### src/rtl/ir_pkg.sv
// Shared definitions for the IR key filter: frame field offsets, key entry
// layout, default hold time and error-counter ceiling.
package ir_pkg;

   localparam int unsigned ADDR_LO = 0;
   localparam int unsigned ADDR_HI = 8;
   localparam int unsigned CMD     = 16;
   localparam int unsigned CMD_N   = 24;

   localparam int unsigned HOLD_TICKS_DEF = 1800000;
   localparam logic [7:0]  ERR_MAX        = 8'hFF;

   typedef struct packed {
      logic        is_repeat;
      logic [15:0] addr;
      logic [7:0]  cmd;
   } ir_key_t;

   // Extract one byte field of an NEC frame at the given bit offset.
   function automatic logic [7:0] frame_byte(input logic [31:0] f, input int unsigned off);
      return f[off +: 8];
   endfunction

endpackage

### src/rtl/ir_key_filter_if.sv
// Key handshake toward the command consumer.
// master: filter side (drives head and valid); slave: consumer side.
interface ir_key_filter_if;
   logic        key_valid;
   logic        key_ready;
   logic [7:0]  key_cmd;
   logic [15:0] key_addr;
   logic        key_repeat;

   modport master (
      output key_valid,
      output key_cmd,
      output key_addr,
      output key_repeat,
      input  key_ready
   );

   modport slave (
      input  key_valid,
      input  key_cmd,
      input  key_addr,
      input  key_repeat,
      output key_ready
   );
endinterface

### src/rtl/ir_key_fifo.sv
// Synchronous FIFO of ir_key_t entries with a registered head.
// A push while full with no pop is dropped; push+pop when full both occur.
// When empty the head register keeps the last value it held.
module ir_key_fifo
   import ir_pkg::*;
#(
   parameter int unsigned DEPTH = 4
) (
   input  logic    clk,
   input  logic    rst,
   input  logic    push,
   input  ir_key_t push_data,
   input  logic    pop,
   output logic    full,
   output logic    empty,
   output ir_key_t head
);

   localparam int unsigned PW = (DEPTH > 1) ? $clog2(DEPTH) : 1;

   ir_key_t       mem_q [DEPTH];
   ir_key_t       mem_d [DEPTH];
   logic [PW-1:0] wr_q, wr_d;
   logic [PW-1:0] rd_q, rd_d;
   logic [PW:0]   cnt_q, cnt_d;
   ir_key_t       head_q, head_d;
   logic          do_push, do_pop;

   assign full  = (cnt_q == (PW+1)'(DEPTH));
   assign empty = (cnt_q == '0);
   assign head  = head_q;

   // Next pointers, occupancy, storage and head register.
   always_comb begin
      mem_d   = mem_q;
      wr_d    = wr_q;
      rd_d    = rd_q;
      cnt_d   = cnt_q;
      head_d  = head_q;
      do_pop  = pop & ~empty;
      do_push = push & (~full | do_pop);

      if (do_push) begin
         mem_d[wr_q] = push_data;
         wr_d        = wr_q + 1'b1;
      end
      if (do_pop) begin
         rd_d = rd_q + 1'b1;
      end

      case ({do_push, do_pop})
         2'b10:   cnt_d = cnt_q + 1'b1;
         2'b01:   cnt_d = cnt_q - 1'b1;
         default: cnt_d = cnt_q;
      endcase

      // Incoming entry becomes head when nothing older survives this cycle;
      // otherwise the head follows the read pointer.
      if (do_push && (empty || (cnt_q == (PW+1)'(1) && do_pop))) begin
         head_d = push_data;
      end else if (cnt_d != '0) begin
         head_d = mem_q[rd_d];
      end
   end

   // Control state with synchronous reset.
   always_ff @(posedge clk) begin
      if (rst) begin
         wr_q   <= '0;
         rd_q   <= '0;
         cnt_q  <= '0;
         head_q <= '0;
      end else begin
         wr_q   <= wr_d;
         rd_q   <= rd_d;
         cnt_q  <= cnt_d;
         head_q <= head_d;
      end
   end

   // Storage array; contents are don't-care until written.
   always_ff @(posedge clk) begin
      mem_q <= mem_d;
   end

endmodule

### src/rtl/ir_key_filter.sv
// NEC key filter: captures decoder frames, validates complement fields,
// tags repeats, buffers keys in a FIFO and tracks key-hold time.
// Build option: define IR_EXT_ADDR_EN for extended (16-bit) NEC addressing.
module ir_key_filter
   import ir_pkg::*;
#(
   parameter int unsigned DEPTH      = 4,
   parameter int unsigned HOLD_TICKS = HOLD_TICKS_DEF,
   parameter int unsigned TW         = 24
) (
   input  logic                     clk,
   input  logic                     rst,
   input  logic                     enable,
   input  logic                     frame_valid,
   input  logic [31:0]              frame,
   ir_key_filter_if.master          key_if,
   output logic                     key_held,
   output logic [7:0]               err_count,
   output logic                     overflow
);

   logic          cap_v_q, cap_v_d;
   logic [31:0]   cap_f_q, cap_f_d;
   logic [23:0]   last_q, last_d;
   logic [TW-1:0] timer_q, timer_d;
   logic          held_q, held_d;
   logic [7:0]    err_q, err_d;
   logic          overflow_q, overflow_d;

   logic [7:0]    addr_lo, addr_hi, cmd_b, cmd_n;
   logic [15:0]   addr16;
   logic          cmd_ok, addr_ok, accept;
   ir_key_t       push_key;
   logic          fifo_full, fifo_empty, pop;
   ir_key_t       head;

   // Stage 1: capture a frame on an enabled strobe.
   always_comb begin
      cap_v_d = enable & frame_valid;
      cap_f_d = cap_v_d ? frame : cap_f_q;
   end

   // Stage 2: validate fields, build entry, update last key and error count.
   always_comb begin
      addr_lo = frame_byte(cap_f_q, ADDR_LO);
      addr_hi = frame_byte(cap_f_q, ADDR_HI);
      cmd_b   = frame_byte(cap_f_q, CMD);
      cmd_n   = frame_byte(cap_f_q, CMD_N);
      cmd_ok  = (cmd_n == ~cmd_b);
`ifdef IR_EXT_ADDR_EN
      addr_ok = 1'b1;
      addr16  = {addr_hi, addr_lo};
`else
      addr_ok = (addr_hi == ~addr_lo);
      addr16  = {8'h00, addr_lo};
`endif
      accept             = cap_v_q & cmd_ok & addr_ok;
      push_key.is_repeat = held_q & ({addr16, cmd_b} == last_q);
      push_key.addr      = addr16;
      push_key.cmd       = cmd_b;

      last_d = accept ? {addr16, cmd_b} : last_q;
      err_d  = err_q;
      if (cap_v_q && !accept && err_q != ERR_MAX) begin
         err_d = err_q + 8'd1;
      end
   end

   // Hold timer: restarts on accept, counts enable ticks until saturation.
   always_comb begin
      timer_d = timer_q;
      held_d  = held_q;
      if (accept) begin
         timer_d = '0;
         held_d  = 1'b1;
      end else if (held_q && enable) begin
         timer_d = timer_q + 1'b1;
         held_d  = (timer_d < TW'(HOLD_TICKS));
      end
   end

   // Sticky overflow when an accepted key meets a full FIFO with no pop.
   always_comb begin
      pop        = ~fifo_empty & key_if.key_ready;
      overflow_d = overflow_q | (accept & fifo_full & ~pop);
   end

   // Pipeline, hold and status registers with synchronous reset.
   always_ff @(posedge clk) begin
      if (rst) begin
         cap_v_q    <= 1'b0;
         cap_f_q    <= '0;
         last_q     <= '0;
         timer_q    <= '0;
         held_q     <= 1'b0;
         err_q      <= '0;
         overflow_q <= 1'b0;
      end else begin
         cap_v_q    <= cap_v_d;
         cap_f_q    <= cap_f_d;
         last_q     <= last_d;
         timer_q    <= timer_d;
         held_q     <= held_d;
         err_q      <= err_d;
         overflow_q <= overflow_d;
      end
   end

   ir_key_fifo #(
      .DEPTH (DEPTH)
   ) u_fifo (
      .clk       (clk),
      .rst       (rst),
      .push      (accept),
      .push_data (push_key),
      .pop       (pop),
      .full      (fifo_full),
      .empty     (fifo_empty),
      .head      (head)
   );

   assign key_if.key_valid  = ~fifo_empty;
   assign key_if.key_cmd    = head.cmd;
   assign key_if.key_addr   = head.addr;
   assign key_if.key_repeat = head.is_repeat;
   assign key_held          = held_q;
   assign err_count         = err_q;
   assign overflow          = overflow_q;

endmodule

### src/flat_wrapper.sv
// flat-port wrapper written by rule: the top's interface ports become plain ports
module ir_key_filter_flat import ir_pkg::*;
#(
   parameter int unsigned DEPTH      = 4,
   parameter int unsigned HOLD_TICKS = HOLD_TICKS_DEF,
   parameter int unsigned TW         = 24
)
  (clk, rst, enable, frame_valid, frame, key_held, err_count, overflow, key_if_key_valid, key_if_key_cmd, key_if_key_addr, key_if_key_repeat, key_if_key_ready);
  ir_key_filter_if key_if_i ();
  input  logic clk;
  input  logic rst;
  input  logic enable;
  input  logic frame_valid;
  input  logic [31:0] frame;
  output logic key_held;
  output logic [7:0] err_count;
  output logic overflow;
  output wire logic [$bits(key_if_i.key_valid)-1:0] key_if_key_valid;
  output wire logic [$bits(key_if_i.key_cmd)-1:0] key_if_key_cmd;
  output wire logic [$bits(key_if_i.key_addr)-1:0] key_if_key_addr;
  output wire logic [$bits(key_if_i.key_repeat)-1:0] key_if_key_repeat;
  input wire logic [$bits(key_if_i.key_ready)-1:0] key_if_key_ready;
  assign key_if_key_valid = key_if_i.key_valid;
  assign key_if_key_cmd = key_if_i.key_cmd;
  assign key_if_key_addr = key_if_i.key_addr;
  assign key_if_key_repeat = key_if_i.key_repeat;
  assign key_if_i.key_ready = key_if_key_ready;
  ir_key_filter #(.DEPTH(DEPTH), .HOLD_TICKS(HOLD_TICKS), .TW(TW)) u_core (.clk(clk), .rst(rst), .enable(enable), .frame_valid(frame_valid), .frame(frame), .key_if(key_if_i), .key_held(key_held), .err_count(err_count), .overflow(overflow));
endmodule
### config.mk
export PLATFORM = sky130hd
export DESIGN_NAME = ir_key_filter_flat
export DESIGN_NICKNAME = d
export VERILOG_FILES = /design/src/rtl/ir_pkg.sv /design/src/rtl/ir_key_filter_if.sv /design/src/rtl/ir_key_fifo.sv /design/src/rtl/ir_key_filter.sv /design/src/flat_wrapper.sv
export SDC_FILE = /design/constraint.sdc
export NUM_CORES = 1
export LEC_CHECK = 0
export CAP_MARGIN = 20
export CORE_MARGIN = 3
export CORE_UTILIZATION = 43
export DETAILED_ROUTE_END_ITERATION = 6
export PLACE_DENSITY = 0.69
export RECOVER_POWER = 50
export SYNTH_ARGS = -nofsm -noshare
export SYNTH_HDL_FRONTEND = slang
export SYNTH_SLANG_ARGS = --single-unit
### constraint.sdc
create_clock -name clk -period 5.5 [get_ports clk]
set_input_delay 0.55 -clock clk [delete_from_list [all_inputs] [get_ports clk]]
set_output_delay 0.55 -clock clk [all_outputs]
set_load 0.05 [all_outputs]
==> results list <==
- After routing the design area is approximately 9100 sq um.
- RSZ-0062 raised after global routing: false
- Post-Syn Area: 7740 sq um
- Accumulated negative setup slack: 0 ns
- For hold timing, the worst endpoint is u_core.last_q[14].
- Worst-skew pair later-pin latency: 0.43 ns
- In this run the most critical hold path is launched from u_core.last_q[14].
- Max-slew violations: 88
- Detailed placement finished with a half-perimeter wire length of around 11,000 um.
- The number of hold-slack violations in the final timing report came to 0.
* Clock tree from TritonCTS: yes
* Quantity of I/O buffers inserted on ports: 64
- The first global-routing pass estimated 27,300 um of wire.
* Critical path endpoint category: flip-flop
- Grt ovf: 0
- Post-synthesis average cell area: 10.6 sq um
- Setup CP Type: flip-flop to flip-flop
- STA classifies the critical path startpoint as a flip-flop.
* Aggregate routed wire length: 16,800 um
* Share of the clock period used by the worst path: 0.779
* Core box area: between 15,000 and 20,000 sq um
* Maximum fanout encountered on the critical timing path: 17
* Antenna diode count: 0
- Layout cell share with drive strength beyond 1: 0.0819
* Tightest slew margin relative to the limit: -0.469
* Clk buf depth: 2
- Maximum number of pins on one net before global-route repair: 52
* Run status: finished with violations
- Arrival time of data at the critical path endpoint: 4.60 ns
- By area the synthesized netlist is led by dfxtp_1 28%, edfxtp_1 26%, nand2_1 5.9%.
- Library cell contributing the largest single delay on the critical path: nor4_1
- Clock tree synthesis found a total of 175 sinks.
- In this run the post-CTS setup repair buffer count came out at 0.
- Lkg Pwr: just over 0.003 uW
- After technology mapping, the gate count stands at 731.
- Violated checks: max-capacitance violations, max-slew violations
- Setup violations remaining at the end of the flow were counted as 0.
* Crit path max-delay family: simple AND/OR/NAND/NOR gates
- In this run the power density over the cells is 292 nW/um^2.
* Required time of the critical path: 5.82 ns
* Clk pin slew, worst setup/hold paths: 0.07 ns
- For this block, the initial DRC count from the detailed router was 354.
- Static timing analysis puts the maximum clock frequency at approximately 230 MHz.
- Part of the Yosys area used for sequential elements: 0.540
- Max-Cap Viols: 2
- Among all flip-flop cells after synthesis, the most frequent one is dfxtp_1.
- Placed cell areas: around 8500 sq um
* Number of global-route vias before repair: 5,069
- The library cell used most frequently in the layout, excluding fill and tap cells, is nand2_1.
- For this run, design rule violations remaining after detail routing come to 0.
- Nets@finish: 831
* Slew at the pin with the worst max-slew slack: 2.20 ns
- Count of cells resized by post-cts repair: 0
* Syn-to-layout area delta: 17.0%
- For this design the top-level I/O count stands at between 70 and 80.
- Across the routed clock network, the largest skew measured is roughly 0.01 ns.
* Hold Crit Class: flip-flop to flip-flop
- After synthesis the netlist holds a flip-flop and latch count of around 180.
* CTS Buf Count: 17
* Worst IR Drop VDD: roughly 0.23 mV
* Gr usage total: 0.176
* Setup slack, reg-to-reg: 1.22 ns
* # hold bufs at CTS: 0
- Vias per std cell: 5.27
- The die is 140 um wide.
* Synth cell types: 56
- Via count: approximately 5,400
- Hold timing on the final database bottoms out at a slack of 0.466 ns.
- Antenna-violating nets left: 0
- Buffering stage count on the worst path with inverters included: 2
- The worst register-to-register path has a depth of 12.
- The first detailed-routing pass took 5 iterations.
- Vert. Die Dim: 140 um
- Die Area: 19,700 sq um
* Final weighted congestion in routability-driven placement: ~0.83
- The biggest area contributor in the post-synthesis netlist is dfxtp_1.
- Leading cell types in the layout, fill and taps excluded: 121 x nand2_1, 107 x dfxtp_1, 68 x edfxtp_1
- EDFF count, synth: 68
* Share of flip-flops with an asynchronous set or reset: 0
- After detailed routing, the average wire length per cell comes to 16.5 um.
- Clock tree synthesis selected as its root buffer the cell clkbuf_16.
* Minimum clock period: 4.28 ns
- Portion of synthesized cell area occupied by the leading cell type: 0.277
* # H-tree levels: 4
- Yosys printed 0 warnings.
* Critical Path, Cell by Cell: xnor2_1 -> or4_4 -> or2_1 -> nor4_1 -> inv_1 -> ha_1 -> a221o_1 -> a21oi_1 -> nand3_1 -> buf_4 -> mux2i_1 -> a211oi_1
- On the worst path, the slowest cell contributes a delay of approximately 0.90 ns.
* Number of placement rows: 48
- The initial antenna violation count is 0.
- In this run the critical register-to-register path is launched from u_core.cap_f_q[16].
- Measured on the finished design, the core utilization comes to 0.519.
- Starting utilization of the core area: 0.443
- Number of cells traversed by the worst hold path: 2
* Critical R2R Capture: u_core.u_fifo.head[4]
[registers in the layout (all words and copies together), names as in the netlist]
register and cells:
u_core.err_count 8, u_core.u_fifo.mem_q 68, u_core.u_fifo.head 17, u_core.overflow 1, u_core.u_fifo.rd_q 2, u_core.u_fifo.wr_q 2, u_core.last_q 16, u_core.timer_q 24
u_core.key_held 1, u_core.cap_v_q 1, u_core.u_fifo.cnt_q 3, u_core.cap_f_q 32
[Yosys cell counts (all sizes together), types with 2 or more instances]
cell       n
a21oi     59
edfxtp    68
nand3b     2
xor2      29
nor3      30
o21ai      4
nand2    122
nand2b     2
or2        3
mux4      17
clkbuf    26
nor4      18
buf       21
and2       7
a211oi    20
o21a       3
nand3     21
ha        13
or3        3
inv       14
o2111ai    3
or4        5
dfxtp    107
nand4      8
a31oi      3
o22ai      2
nor2      47
o41ai      2
xnor2     35
mux2i     20
[logic make-up after synthesis]
| group | Yosys count | synth area share |
|---|---|---|
| XOR/XNOR | 64 | 0.0733 |
| multiplexers | 38 | 0.0767 |
| buffers and inverters | 62 | 0.0383 |
| adder cells (fa/ha/maj) | 13 | 0.0210 |
| AO/OA/AOI/OAI | 106 | 0.0843 |
| AND/OR/NAND/NOR | 272 | 0.166 |
| other | 1 | 0.000484 |
| flip-flops | 175 | 0.540 |
[worst register-to-register path, cell delays in order (launching register included)]
cell and delay (ns):
dfxtp_1 0.52, xnor2_1 0.14, or4_4 0.55, or2_1 0.25
nor4_1 0.91, inv_1 0.17, ha_1 0.42, a221o_1 0.28
a21oi_1 0.18, nand3_1 0.10, buf_4 0.25, mux2i_1 0.16
a211oi_1 0.26
[where the power goes]
part           leakage, uW  internal, uW  switching, uW  total (uW)
clock             0.000280           616            557        1170
sequential         0.00151          1350           22.5        1380
combinational      0.00126          43.1           57.7         101
[metal layers]
metal  routed length [um]  up-vias  share of wire  track usage
met5                    0        -              0            0
met4                  166        0         0.0099       0.0561
met3                  886       13          0.053       0.0427
met2                 7630      133           0.45        0.270
met1                 8110     2530           0.48        0.247
li1                     -     2690              -            -
[cell type report]
| type | count | area (sq um) |
|---|---|---|
| Clock inverter | 14 | 143 |
| Timing Repair Buffer | 71 | 683 |
| Clock buffer | 18 | 439 |
| Fill cell | 1544 | 8410 |
| Inverter | 15 | 56.3 |
| Sequential cell | 175 | 4180 |
| Tap cell | 225 | 282 |
| Multi-Input combinational cell | 501 | 3280 |
[worst max path at each step]
stage | from | end | cells after the start
floorplan | u_core.cap_f_q[22] | u_core.u_fifo.head[10] | 13
global route | u_core.cap_f_q[22] | u_core.u_fifo.head[4] | 12
finish | u_core.cap_f_q[16] | u_core.u_fifo.head[4] | 12
CTS | u_core.cap_f_q[22] | u_core.u_fifo.head[4] | 12
detailed placement | u_core.cap_f_q[22] | u_core.u_fifo.head[4] | 12
global placement | u_core.cap_f_q[22] | u_core.u_fifo.head[10] | 12
[stage by stage]
| stage | std cells | worst slack, ns | power [uW] |
|---|---|---|---|
| 2_1_floorplan | 738 | 1.68 | 1460 |
| 3_3_place_gp | 985 | 1.87 | 1500 |
| 3_5_place_dp | 985 | 1.77 | 1510 |
| 4_1_cts | 1017 | 1.74 | 2670 |
| 5_1_grt | 1019 | 0.778 | 2750 |
| 6_report | 1019 | 1.22 | 2650 |
Note: power is estimated with default switching activity, not from simulation.
